==> src/rtl/dm_arbiter_pkg.sv <==
// Shared state encoding, default widths and tie-break helper for the
// two-master data-memory arbiter.
package dm_arbiter_pkg;

    localparam int DM_AW    = 32;
    localparam int DM_DW    = 32;
    localparam int DM_CNT_W = 16;

    typedef enum logic [1:0] {
        ST_IDLE = 2'd0,
        ST_ACC0 = 2'd1,
        ST_ACC1 = 2'd2
    } arb_state_e;

    // On a tie the master that was not served most recently wins (last=1 favours m0).
    function automatic logic pick_m1(input logic req0, input logic req1, input logic last);
        return req1 && (!req0 || !last);
    endfunction

endpackage

==> src/rtl/dm_arbiter_if.sv <==
// Request/acknowledge bundle between one memory master and the arbiter.
interface dm_arbiter_if
    import dm_arbiter_pkg::*;
#(
    parameter int AW = DM_AW,
    parameter int DW = DM_DW
);
    logic          req;
    logic          we;
    logic [AW-1:0] addr;
    logic [DW-1:0] wdata;
    logic          ack;
    logic [DW-1:0] rdata;

    modport master (output req, we, addr, wdata, input ack, rdata);
    modport slave  (input req, we, addr, wdata, output ack, rdata);
endinterface

==> src/rtl/dm_arbiter_satcnt.sv <==
// Saturating up-counter with asynchronous active-low clear.
module dm_arbiter_satcnt
    import dm_arbiter_pkg::*;
#(
    parameter int CNT_W = DM_CNT_W
) (
    input  logic             clk,
    input  logic             clr_n,
    input  logic             inc_i,
    output logic [CNT_W-1:0] cnt_o
);

    logic [CNT_W-1:0] cnt_q;
    logic [CNT_W-1:0] cnt_d;

    // Increment unless already at all-ones.
    always_comb begin
        cnt_d = cnt_q;
        if (inc_i && !(&cnt_q)) begin
            cnt_d = cnt_q + {{(CNT_W-1){1'b0}}, 1'b1};
        end else begin
            cnt_d = cnt_q;
        end
    end

    // Counter register.
    always_ff @(posedge clk or negedge clr_n) begin
        if (!clr_n) begin
            cnt_q <= {CNT_W{1'b0}};
        end else begin
            cnt_q <= cnt_d;
        end
    end

    assign cnt_o = cnt_q;

endmodule

==> src/rtl/dm_arbiter.sv <==
// Round-robin arbiter sharing one single-port data memory between the CPU
// load/store path (m0) and the debug/loader port (m1); one access per grant.
module dm_arbiter
    import dm_arbiter_pkg::*;
#(
    parameter int AW    = DM_AW,
    parameter int DW    = DM_DW,
    parameter int CNT_W = DM_CNT_W
) (
    input  logic             clk,
    input  logic             reset,
    dm_arbiter_if.slave      m0,
    dm_arbiter_if.slave      m1,
    output logic             MemWrite,
    output logic [AW-1:0]    pc_alu,
    output logic [DW-1:0]    data_rt,
    input  logic [DW-1:0]    data_out,
    output logic             busy,
    output logic [CNT_W-1:0] cnt0,
    output logic [CNT_W-1:0] cnt1
);

    arb_state_e    state_q;
    arb_state_e    state_d;
    logic          last_q;
    logic [DW-1:0] rdata0_q;
    logic [DW-1:0] rdata1_q;

    // Next grant; the master in its own ack cycle is ignored so it cannot be served twice in a row.
    always_comb begin
        state_d = state_q;
        case (state_q)
            ST_IDLE: begin
                if (m0.req || m1.req) begin
                    state_d = pick_m1(m0.req, m1.req, last_q) ? ST_ACC1 : ST_ACC0;
                end else begin
                    state_d = ST_IDLE;
                end
            end
            ST_ACC0: state_d = m1.req ? ST_ACC1 : ST_IDLE;
            ST_ACC1: state_d = m0.req ? ST_ACC0 : ST_IDLE;
            default: state_d = ST_IDLE;
        endcase
    end

    // Grant FSM, last-served flag and registered load data.
    always_ff @(posedge clk or negedge reset) begin
        if (!reset) begin
            state_q  <= ST_IDLE;
            last_q   <= 1'b1;
            rdata0_q <= {DW{1'b0}};
            rdata1_q <= {DW{1'b0}};
        end else begin
            state_q <= state_d;
            case (state_q)
                ST_ACC0: begin
                    last_q <= 1'b0;
                    if (!m0.we) rdata0_q <= data_out;
                end
                ST_ACC1: begin
                    last_q <= 1'b1;
                    if (!m1.we) rdata1_q <= data_out;
                end
                default: ;
            endcase
        end
    end

    // Memory pins and acks are pure state decode, so reset silences them immediately.
    always_comb begin
        MemWrite = 1'b0;
        pc_alu   = {AW{1'b0}};
        data_rt  = {DW{1'b0}};
        m0.ack   = 1'b0;
        m1.ack   = 1'b0;
        case (state_q)
            ST_ACC0: begin
                MemWrite = m0.we;
                pc_alu   = m0.addr;
                data_rt  = m0.wdata;
                m0.ack   = 1'b1;
            end
            ST_ACC1: begin
                MemWrite = m1.we;
                pc_alu   = m1.addr;
                data_rt  = m1.wdata;
                m1.ack   = 1'b1;
            end
            default: ;
        endcase
    end

    assign busy     = (state_q != ST_IDLE);
    assign m0.rdata = rdata0_q;
    assign m1.rdata = rdata1_q;

    dm_arbiter_satcnt #(.CNT_W(CNT_W)) u_cnt0 (
        .clk   (clk),
        .clr_n (reset),
        .inc_i (state_q == ST_ACC0),
        .cnt_o (cnt0)
    );

    dm_arbiter_satcnt #(.CNT_W(CNT_W)) u_cnt1 (
        .clk   (clk),
        .clr_n (reset),
        .inc_i (state_q == ST_ACC1),
        .cnt_o (cnt1)
    );

endmodule

==> src/flat_wrapper.sv <==
// flat-port wrapper written by rule: the top's interface ports become plain ports
module dm_arbiter_flat import dm_arbiter_pkg::*;
#(
    parameter int AW    = DM_AW,
    parameter int DW    = DM_DW,
    parameter int CNT_W = DM_CNT_W
)
  (clk, reset, MemWrite, pc_alu, data_rt, data_out, busy, cnt0, cnt1, m0_req, m0_we, m0_addr, m0_wdata, m0_ack, m0_rdata, m1_req, m1_we, m1_addr, m1_wdata, m1_ack, m1_rdata);
  dm_arbiter_if #(.AW(AW), .DW(DW)) m0_i ();
  dm_arbiter_if #(.AW(AW), .DW(DW)) m1_i ();
  input  logic clk;
  input  logic reset;
  output logic MemWrite;
  output logic [AW-1:0] pc_alu;
  output logic [DW-1:0] data_rt;
  input  logic [DW-1:0] data_out;
  output logic busy;
  output logic [CNT_W-1:0] cnt0;
  output logic [CNT_W-1:0] cnt1;
  input wire logic [$bits(m0_i.req)-1:0] m0_req;
  input wire logic [$bits(m0_i.we)-1:0] m0_we;
  input wire logic [$bits(m0_i.addr)-1:0] m0_addr;
  input wire logic [$bits(m0_i.wdata)-1:0] m0_wdata;
  output wire logic [$bits(m0_i.ack)-1:0] m0_ack;
  output wire logic [$bits(m0_i.rdata)-1:0] m0_rdata;
  input wire logic [$bits(m1_i.req)-1:0] m1_req;
  input wire logic [$bits(m1_i.we)-1:0] m1_we;
  input wire logic [$bits(m1_i.addr)-1:0] m1_addr;
  input wire logic [$bits(m1_i.wdata)-1:0] m1_wdata;
  output wire logic [$bits(m1_i.ack)-1:0] m1_ack;
  output wire logic [$bits(m1_i.rdata)-1:0] m1_rdata;
  assign m0_i.req = m0_req;
  assign m0_i.we = m0_we;
  assign m0_i.addr = m0_addr;
  assign m0_i.wdata = m0_wdata;
  assign m0_ack = m0_i.ack;
  assign m0_rdata = m0_i.rdata;
  assign m1_i.req = m1_req;
  assign m1_i.we = m1_we;
  assign m1_i.addr = m1_addr;
  assign m1_i.wdata = m1_wdata;
  assign m1_ack = m1_i.ack;
  assign m1_rdata = m1_i.rdata;
  dm_arbiter #(.AW(AW), .DW(DW), .CNT_W(CNT_W)) u_core (.clk(clk), .reset(reset), .m0(m0_i), .m1(m1_i), .MemWrite(MemWrite), .pc_alu(pc_alu), .data_rt(data_rt), .data_out(data_out), .busy(busy), .cnt0(cnt0), .cnt1(cnt1));
endmodule
==> config.mk <==
export PLATFORM = sky130hd
export DESIGN_NAME = dm_arbiter_flat
export DESIGN_NICKNAME = d
export VERILOG_FILES = /design/src/rtl/dm_arbiter_pkg.sv /design/src/rtl/dm_arbiter_if.sv /design/src/rtl/dm_arbiter_satcnt.sv /design/src/rtl/dm_arbiter.sv /design/src/flat_wrapper.sv
export SDC_FILE = /design/constraint.sdc
export NUM_CORES = 1
export LEC_CHECK = 0
export CAP_MARGIN = 20
export CORE_AREA = 2 2 129 131
export CTS_CLUSTER_DIAMETER = 120
export DETAILED_ROUTE_END_ITERATION = 8
export DIE_AREA = 0 0 131 133
export MAX_ROUTING_LAYER = met4
export PLACE_DENSITY = 0.7
export SLEW_MARGIN = 25
export SYNTH_ARGS = -nofsm -noshare
export SYNTH_HDL_FRONTEND = slang
export SYNTH_SLANG_ARGS = --single-unit
export TNS_END_PERCENT = 5
==> constraint.sdc <==
create_clock -name clk -period 4.59 [get_ports clk]
set_input_delay 0.918 -clock clk [delete_from_list [all_inputs] [get_ports clk]]
set_output_delay 0.918 -clock clk [all_outputs]
set_load 0.005 [all_outputs]
Word-level counts from Yosys, hierarchy flattened
Index checks and enable logic that the tools add are counted.

word-level totals
  bits in registers = 99
  input bits = 166

operators by class
  multiplexer cells = 11
  reduce and logical (&&, ||, !) cells = 16
  eq/ne operators = 2
  add/sub/neg operators = 2
  bitwise logic cells = 2

operators by type and width
  cell                     count
  $pmux W32 S2             2
  $add A16 B1 Y16 const B  2
  $reduce_and A16 Y1       2
  $mux W2                  3
  $pmux W2 S3              1
  $logic_not A1 Y1         4
  $pmux W1 S2              2
  $reduce_and A2 Y1        2
  $reduce_bool A2 Y1       2
  $logic_and A1 B1 Y1      3
  $mux W1                  3
  $eq A2 B1 Y1 const B     1
  $eq A2 B2 Y1 const B     1
  $logic_not A2 Y1         1
  $logic_or A1 B1 Y1       2
  $not A1 Y1               2

Depth between registers and ports, before layout
  depth after elaboration = 6
  gate-level depth with buffers = 6

Modules after synthesis
Synthesis repeated with hierarchy kept, for this count alone.

unflattened totals
  cells, all modules = 457
  area total of the unflattened synthesis = 5395.2 µm²

modules (own cells, without submodules)
  module             times used  area an instance (µm²)  cells an instance
  dm_arbiter         1           3713.6                  307
  dm_arbiter_satcnt  2           840.8                   75

Worst setup path before layout
No wires, ideal clock.

  path kind = reg-to-output
  start = register u_core.state_q[0]
  end = output port data_rt[0]
  arrival time = 1479 ps
  setup slack = 2193 ps
  stages on the path, launching flop included = 7
  required time = 3672 ps
  cell sequence = dfrtp_1 inv_1 ha_1 and2_1 buf_2 buf_1 a22o_1

between the ends
  longest elaborated chain between the ends = 2
  elaborated cells on any way between the ends = 3
  classes of those cells = 2 x eq/ne; 1 x mux

ends and longest elaborated chain
  element                                       line                text
  start, declared                               dm_arbiter.sv:23    arb_state_e state_q;
  start signal, assigned                        dm_arbiter.sv:54    state_q <= state_d;
  $eq A2 B2 Y1 or $eq A2 B1 Y1 (tied branches)  dm_arbiter.sv:76    case (state_q)
  $pmux W32 S2 *                                dm_arbiter.sv:76
  end, declared                                 flat_wrapper.sv:15  output logic [DW-1:0] data_rt;

Mark *: on every way between the ends. The rest lies on a longest branch, timed or not.

Worst setup path in the final report
  start = register u_core.state_q[1]
  end = output port pc_alu[20]

between the ends
  longest elaborated chain between the ends = 2
  elaborated cells on any way between the ends = 3
  classes of those cells = 2 x eq/ne; 1 x mux

ends and longest elaborated chain
  element                                       line                text
  $eq A2 B2 Y1 or $eq A2 B1 Y1 (tied branches)  dm_arbiter.sv:76
  $pmux W32 S2 *                                dm_arbiter.sv:76
  end, declared                                 flat_wrapper.sv:14  output logic [AW-1:0] pc_alu;

Marked as above.

==> reports/summary.txt <==
Port Buffers: 329
VDD IR max: 0.2841 mV
Die W: 131 um
Synthesized area per cell: 12.65 um^2
Worst slew pin tran: 1026 ps
Die area: 17420 um^2
Routed vias/inst: 4.816
Max Fclk: 255.7 MHz
Count of unique library cells instantiated by Yosys: 42
Core Util, Final: 53.11%
Worst relative slew slack: 31.43%
Internal: 3.035 mW
Footprint of the multi-input gates: 2211 um^2
Fillers: 1420
YS warnings: 0
Share of cells above drive strength 1: 13.88%
Top-area cell type share of the netlist area: 50.90%
CTS Root Cell: clkbuf_16
Cell taking the most area after synthesis: dfrtp_1
Setup CP Type: flip-flop to output port
Minimum clock period: 3911 ps
Logic pwr share: 50.8%
Setup Total Neg Slack: 0 ps
Reg power frac: 33.4%
Initial antenna violation count: 4
Register area: 2479 um^2
# nets final: 874
Rows: 47
Hold path depth: 1
Area grow syn2layout: 78.27%
Htree depth: 3
Synth top area cells: dfrtp_1 (51%), mux2_2 (15%), a22o_1 (12%)
Wire per inst: 19.33 um
Skew-Pair Late Insertion Delay: 340 ps
CTS Buf Count: 9
Final period util: 85.20%
Gpl congestion: 0.8593
Clk sinks: 99
Pin count of the biggest net entering global routing: 72
DRT Pass-1 Iters: 5
HPWL Detailed: 14250 um
GRT Overall Usage: 20.52%
Status: complete, no violations
Clk slew on worst S/H paths: 70 ps
Asr flop ratio synth: 100.0%
Chip Height: 133 um
Final setup vio count: 0
Total gr overflow: 0
Synth Register Bits: 99
Vias in the first global route: 4657
Register area share after synthesis: 51.44%
CP max FO: 29
Synth Cell Area: 4818 um^2
Power per cell area: 504.4 nW/um^2
Hold buffers post-CTS: 0
Primary FF master, synth: dfrtp_1
Final Max Tran Viols: 0
Starting Density: 29.79%
First-pass GRT wire length: 26660 um
R2R cell count: 4
Hold violation count in the final report: 0
CP startpoint kind: flip-flop
TritonCTS clock tree: yes
Cells after Synth: 381
Clock Skew: 9.715 ps
Postcts setup bufs: 0
Clk pwr share: 15.9%
Area of the core: 16170 um^2
Detail Route Antenna Nets: 0
# resized after CTS: 0
Commonest non-fill, non-tap cells in the layout: clkdlybuf4s50_1 (328), dfrtp_1 (98), a22o_1 (65)
DR DRC count: 0
Switch share: 29.94%
Worst hold path class: flip-flop to flip-flop
P_leak: 3.459 nW
Num ports: 330
P_sw: 1.297 mW
Critical path endpoint category: output port
Via count: 4479
Worst endpoint data arrival time: 2990 ps
CP required: 3670 ps
Routed WL: 17970 um
RSZ-0062 raised after global routing: false
Clock buffer depth: 2
Syn Nets: 553
Detailed Route Iter0 Violations: 123
EDFF count, synth: 0
Commonest non-fill, non-tap cell in the layout: clkdlybuf4s50_1
Max-capacitance violation count: 0
## area by class of cell
class                           instances  area share, %
Antenna cell                            4         0.1165
Clock buffer                           10          2.666
Clock inverter                          5         0.4516
Inverter                                5         0.2185
Multi-Input combinational cell        253          25.74
Sequential cell                        99          28.86
Tap cell                              220          3.205
Timing Repair Buffer                  334          38.75
## critical path: stages (launching register included)
cell	delay (ps)
dfrtp_1	400
inv_1	90
ha_1	520
and2_2	540
buf_4	380
a22o_1	220
clkdlybuf4s50_1	500
## per-stage QoR
step / total power, mW / cell area, um^2 / hold slack [ps] / cells / worst slack (ps)
after global routing: 4.596 / 8589 / 513.6 / 930 / 496.8
after floorplan: 2.260 / 4818 / 482.8 / 381 / 2193
after detailed placement: 3.680 / 8312 / 481.9 / 911 / 1011
final: 4.333 / 8589 / 500.2 / 930 / 679.2
after CTS: 4.392 / 8579 / 498.1 / 926 / 653.4
after global placement: 3.615 / 8312 / 475.6 / 911 / 1101
## synth_stat cells, types with 5 or more instances
master and instances:
and2_1 6, buf_2 11, xnor2_1 14, nor2_1 6, a21oi_1 7, a22o_1 65
xor2_1 7, ha_1 6, nand4_1 9, mux2_1 6, mux2_2 64, nand2_1 13
buf_1 5, nand3_1 11, nor3_1 5, inv_1 5, dfrtp_1 98
## sequential cells by signal, summed over array words and instances, names as in the netlist
| name | cells |
|---|---|
| u_core.last_q | 1 |
| u_core.u_cnt0.cnt_o | 16 |
| u_core.m1.rdata | 32 |
| u_core.m0.rdata | 32 |
| u_core.state_q | 2 |
| u_core.u_cnt1.cnt_o | 16 |
## cells by family (layout without fill, tap and decap cells)
logic type	count (synthesis)	in the layout	share of synthesized area [%]
AOI/OAI and AO/OA	80	80	13.66
xor gates and xnor gates	21	21	3.817
adders and majority gates	6	6	1.558
buffers and inverters	29	354	2.882
DFF	99	99	51.44
muxes	71	71	16.57
other	0	4	0
and+or+nand+nor	75	75	10.08
## power by group through the flow
stage	clock, mW	sequential, mW	combinational, mW
floorplan	0	1.46	0.805
global placement	0	1.44	2.18
detailed placement	0	1.46	2.22
CTS	0.710	1.45	2.23
global route	0.744	1.50	2.35
finish	0.688	1.45	2.20
## per-layer routing
metal	GRT usage [%]	wire length [um]	part of all wire [%]
met4	8.274	416	2.3
met2	34.69	9399	52
met3	4.812	1397	7.8
met5	-	0	0
met1	23.18	6759	38
## path summary, 6_finish.rpt
check | startpoint | to | slack [ps]
worst max-delay path | u_core.state_q[1] | pc_alu[20] | 680
worst min-delay path | u_core.m1.rdata[29] | u_core.m1.rdata[29] | 500
worst max register to register | u_core.state_q[0] | u_core.m1.rdata[27] | 2270
worst min register to register | u_core.m1.rdata[29] | u_core.m1.rdata[29] | 500
max in group asynchronous | reset | u_core.last_q | 2950
min in group asynchronous | reset | u_core.u_cnt1.cnt_o[8] | 690
(Power assumes the default switching activity.)
